==> src/rtl/path_delay_sequencer.sv <==
// Launch/measure sequencer for one delay path under test, reporting the cycle count over valid/ready.
// Define DELAY_ACCUM_EN to run 2^LOG_TRIALS trials and report their sum; otherwise one trial is run.
module path_delay_sequencer #(
    parameter int unsigned SETTLE_CYC = 8,
    parameter int unsigned CNT_W      = 12,
    parameter int unsigned MAX_CYC    = 1000,
    parameter int unsigned LOG_TRIALS = 3,
    parameter bit          PATH_INV   = 1'b0
) (
    input  logic                        clk,
    input  logic                        rst_n,
    input  logic                        start,
    output logic                        busy,
    output logic                        launch,
    input  logic                        path_out,
    output logic [CNT_W+LOG_TRIALS-1:0] result,
    output logic                        timeout,
    output logic                        result_valid,
    input  logic                        result_ready
);

    localparam int unsigned ACC_W = CNT_W + LOG_TRIALS;
    localparam logic [CNT_W-1:0] SETTLE_LAST = CNT_W'(SETTLE_CYC - 1);
    localparam logic [CNT_W-1:0] CNT_MAX     = CNT_W'(MAX_CYC);
    localparam logic [ACC_W-1:0] ACC_MAX     = ACC_W'(MAX_CYC);

    typedef enum logic [2:0] {
        IDLE,
        SETTLE,
        LAUNCH,
        MEASURE,
        NEXT,
        DONE
    } state_t;

    state_t             state_q, state_d;
    logic [CNT_W-1:0]   cnt_q, cnt_d;
    logic [ACC_W-1:0]   acc_q, acc_d;
    logic               timeout_q, timeout_d;
    logic               launch_q, launch_d;
    logic               sync1_q, ps_q;
    logic               exp_lvl;
    logic               last_trial;

    always_ff @(posedge clk) begin
        if (!rst_n) begin
            state_q   <= IDLE;
            cnt_q     <= '0;
            acc_q     <= '0;
            timeout_q <= 1'b0;
            launch_q  <= 1'b0;
            sync1_q   <= 1'b0;
            ps_q      <= 1'b0;
        end else begin
            state_q   <= state_d;
            cnt_q     <= cnt_d;
            acc_q     <= acc_d;
            timeout_q <= timeout_d;
            launch_q  <= launch_d;
            sync1_q   <= path_out;
            ps_q      <= sync1_q;
        end
    end

`ifdef DELAY_ACCUM_EN
    logic [LOG_TRIALS-1:0] trial_q;

    always_ff @(posedge clk) begin
        if (!rst_n) begin
            trial_q <= '0;
        end else if (state_q == IDLE) begin
            trial_q <= '0;
        end else if (state_q == NEXT && !last_trial) begin
            trial_q <= trial_q + 1'b1;
        end
    end

    assign last_trial = &trial_q;
`else
    assign last_trial = 1'b1;
`endif

    assign exp_lvl = launch_q ^ PATH_INV;

    // launch_d is high only while the next state is MEASURE, so the registered
    // launch rises at the end of LAUNCH and drops at the end of MEASURE.
    always_comb begin
        state_d   = state_q;
        cnt_d     = cnt_q;
        acc_d     = acc_q;
        timeout_d = timeout_q;
        launch_d  = 1'b0;
        case (state_q)
            IDLE: begin
                if (start) begin
                    state_d   = SETTLE;
                    cnt_d     = '0;
                    acc_d     = '0;
                    timeout_d = 1'b0;
                end
            end
            SETTLE: begin
                if (cnt_q == SETTLE_LAST) begin
                    cnt_d = '0;
                    if (ps_q != PATH_INV) begin
                        timeout_d = 1'b1;
                        acc_d     = acc_q + ACC_MAX;
                        state_d   = NEXT;
                    end else begin
                        state_d = LAUNCH;
                    end
                end else begin
                    cnt_d = cnt_q + 1'b1;
                end
            end
            LAUNCH: begin
                launch_d = 1'b1;
                cnt_d    = '0;
                state_d  = MEASURE;
            end
            MEASURE: begin
                if (ps_q == exp_lvl) begin
                    acc_d   = acc_q + ACC_W'(cnt_q);
                    state_d = NEXT;
                end else if (cnt_q == CNT_MAX) begin
                    acc_d     = acc_q + ACC_MAX;
                    timeout_d = 1'b1;
                    state_d   = NEXT;
                end else begin
                    cnt_d    = cnt_q + 1'b1;
                    launch_d = 1'b1;
                end
            end
            NEXT: begin
                cnt_d   = '0;
                state_d = last_trial ? DONE : SETTLE;
            end
            DONE: begin
                if (result_ready) begin
                    state_d = IDLE;
                end
            end
            default: begin
                state_d = IDLE;
            end
        endcase
    end

    assign busy         = (state_q != IDLE);
    assign launch       = launch_q;
    assign result       = acc_q;
    assign timeout      = timeout_q;
    assign result_valid = (state_q == DONE);

endmodule
==> config.mk <==
export PLATFORM = sky130hd
export DESIGN_NAME = path_delay_sequencer
export DESIGN_NICKNAME = d
export VERILOG_FILES = /design/src/rtl/path_delay_sequencer.sv
export SDC_FILE = /design/constraint.sdc
export NUM_CORES = 1
export LEC_CHECK = 0
export CAP_MARGIN = 25
export CORE_UTILIZATION = 60
export CTS_BUF_LIST = sky130_fd_sc_hd__clkbuf_8
export DETAILED_ROUTE_END_ITERATION = 12
export HOLD_SLACK_MARGIN = 0.02
export PLACE_DENSITY_LB_ADDON = 0.12
export SKIP_CTS_REPAIR_TIMING = 1
export SLEW_MARGIN = 10
export SYNTH_ARGS = -nofsm -noshare
export SYNTH_HDL_FRONTEND = slang
export SYNTH_SLANG_ARGS = --single-unit
==> constraint.sdc <==
create_clock -name clk -period 4.94 [get_ports clk]
set_clock_uncertainty 0.05 [all_clocks]
set_input_delay 0.741 -clock clk [delete_from_list [all_inputs] [get_ports clk]]
set_output_delay 0.741 -clock clk [all_outputs]
set_load 0.1 [all_outputs]
==> flow_summary_export.csv <==
group,metric,value,unit
status,status,"finished clean",
yosys,yosysSeqAreaShare,27.8,%
routing,dr.pass1.iters,5,
floorplan,coreArea,3800,sq um
critical_path,cp_cell_sequence,"nor3_2 > inv_1 > clkdlybuf4s50_1",
cts,clock_latency,280,ps
yosys,synth.avg_cell_area,7.87,sq um
sta,setup_viol,0,
sta,fmax,327,MHz
yosys,ys_async_sr_fraction,0,%
power,power.total,851,uW
yosys,synth_nets,332,
cts,clk_pin_slew_worst_paths,70,ps
critical_path,crit_buf_inv,2,
critical_path,required,4150,ps
cells_and_area,final_nets,349,
critical_path,critPathTopFamily,"buffers and inverters",
power,powerDensity,308,nW/um^2
global_routing,grt_use_total,30.2,%
yosys,syn_inst,311,
routing,drt_wl_total,6140,um
routing,ant_nets,0,
routing,route.detailed.drc,0,
placed_design,post-dp-hpwl,4510,um
routing,initialDrtViolationCount,435,
placed_design,gp_congestion,0.932,
yosys,synthFlopType,"dfxtp_1",
sta,finalHoldViolations,0,
critical_path,worstSetupEndpointType,"output port",
cells_and_area,post-route-util,72.8,%
placed_design,dp_slack,2230,ps
sta,setup_ws,1880,ps
yosys,synthAdderAreaFrac,8.49,%
placed_design,dpl.cell_count,369,
critical_path,crit_fanout,19,
global_routing,grt_max_degree,20,
floorplan,die_area,4340,sq um
power,ir_drop,179,uV
cts,cts-buffers-inserted,5,
yosys,synth_top_family_by_area,"compound AO/OA/AOI/OAI gates",
cells_and_area,drive_gt1_share,5.20,%
critical_path,cp-start-kind,"flop",
sta,maxSlewHeadroom,35.1,%
global_routing,grt-ovfl-total,0,
routing,vias,2461,
cts,clock_sinks,34,
cts,cts_tree,"done",
routing,routedWlPerCell,16.4,um
floorplan,start_util,64.4,%
sta,tightest_slew,971,ps
yosys,ys_warn_count,0,
cts,cts_root_buffer,"clkbuf_8",
sta,finalCriticalPeriod,3060,ps
sta,drv_slew,0,
sta,setup-tns-final,0,ps
cells_and_area,fin_cells,375,
floorplan,die_w,65.9,um
yosys,synth_cell_types,58,
sta,rsz0062_at_grt,"no",
hold_path,hold_path_depth,1,
critical_path,cp.depth,3,
critical_path,crit_slowest_cell,"clkdlybuf4s50_1",
cells_and_area,num_antenna_cells,0,
cells_and_area,syn_to_final_growth,12.9,%
sta,fin_crit_sh,61.8,%
floorplan,num_rows,22,
flow_run,cap_violations,0,
yosys,synth_compound_area_share,26.8,%
critical_path,rr_worst_depth,8,
floorplan,die_y,65.9,um
global_routing,grt_pass1_vias,2071,
critical_path,crit_arrival,2260,ps
yosys,synth_edf_count,0,
yosys,synth-xor-area-share,7.52,%
placed_design,port_buffers,23,
critical_path,slowest_delay,1120,ps
power,leakage,1.05,nW
hold_path,hold_path_class,"flop to flop",
floorplan,ios,24,
critical_path,criticalPathCategory,"flop to output port",
global_routing,antenna_found_initial,0,
routing,avgViaCountPerCell,6.56,
global_routing,grt_pass1_wl,10000,um
yosys,synth_simple_gate_area_share,24.8,%
yosys,ys_ff_latch,34,
cts,htreeDepth,2,
yosys,synth.area.mux_share,0.460,%
yosys,syn_area,2450,sq um
cts,clk_path_buf_depth,2,
-- worst register-to-register path, delay by kind of cell (launching register included) --
| family | cells | cell delay (ps) |
|---|---|---|
| adder cells (fa/ha/maj) | 2 | 690 |
| flip-flops | 1 | 370 |
| AO/OA/AOI/OAI | 4 | 710 |
| AND/OR/NAND/NOR | 2 | 710 |
-- per-layer routing --
layer | wire length, um | track usage, % | up-vias
met3 | 411 | 4.83 | 13
met5 | 0 | 0 | -
li1 | - | - | 1191
met4 | 104 | 8.70 | 0
met1 | 2940 | 44.3 | 1140
met2 | 2690 | 44.8 | 117
-- through the flow --
stage / hold WS, ps / cell area [sq um]
floorplan: 362 / 2450
global placement: 377 / 2680
detailed placement: 370 / 2680
CTS: 388 / 2760
global route: 391 / 2760
finish: 386 / 2760
-- cell usage after synthesis, drive strengths merged (7+ instances only) --
library cell | count | share of area, %
xnor2 | 9 | 3.2
nor3 | 11 | 2.7
o21ai | 20 | 4.1
a21oi | 28 | 5.7
xor2 | 12 | 4.3
inv | 12 | 1.8
nor2 | 30 | 4.6
dfxtp | 34 | 28
clkbuf | 7 | 1.1
ha | 15 | 7.7
nand3 | 14 | 3.1
a211oi | 7 | 2.4
nand2 | 27 | 4.1
nand4 | 8 | 2.0
-- area by class of cell --
| cell class | instances | area, sq um |
|---|---|---|
| Fill cell | 306 | 1030 |
| Inverter | 12 | 45.0 |
| Tap cell | 48 | 60.1 |
| Timing Repair Buffer | 23 | 230 |
| Clock buffer | 6 | 82.6 |
| Multi-Input combinational cell | 252 | 1670 |
| Sequential cell | 34 | 681 |
-- cell families after synthesis --
family | Yosys count
simple gates | 116
compound gates | 98
flops | 34
buf+inv | 25
xor+xnor | 21
fa+ha+maj | 16
mux | 1
-- cell usage in the layout, fill, tap and decap left out, types with 2 or more instances in the layout --
master and n:
dfxtp_1 34, nor2_1 30, a21oi_1 28, nand2_1 27, clkdlybuf4s50_1 23, o21ai_0 19, ha_1 15, nand3_1 13
inv_1 12, xor2_1 12, xnor2_1 9, nor3_1 9, nand4_1 8, a211oi_1 6, clkbuf_8 6, o22ai_1 5
nand2b_1 4, a22oi_1 4, and2_1 4, o311a_1 3, and3_1 3, o32ai_1 3, a21o_1 3, nor3_2 2
and4b_1 2, and4_1 2, a2bb2oi_1 2, o31ai_1 2, a221oi_1 2, o211ai_1 2, a21boi_0 2, o21bai_1 2
nor4_1 2, or3_1 2, a32o_1 2
-- state kept, by name, summed over array words and instances, names as in the netlist --
name and count:
cnt_q 12, launch 1, ps_q 1, result 15
state_q 3, sync1_q 1, timeout 1
-- where the power goes --
group,total [mW],switching (mW),internal (mW)
Combinational,0.322,0.225,0.0973
Clock,0.202,0.0945,0.107
Sequential,0.327,0.0351,0.291
-- final timing paths --
check,from,end,slack [ps]
setup / recovery,state_q[1]$_SDFFE_PN0P_,busy,1880
hold / removal,sync1_q$_SDFF_PN0_,ps_q$_SDFF_PN0_,390
setup reg to reg,cnt_q[0]$_SDFFE_PN0P_,result[12]$_SDFFE_PN0P_,2290
hold reg to reg,sync1_q$_SDFF_PN0_,ps_q$_SDFF_PN0_,390
(Power assumes the default switching activity.)
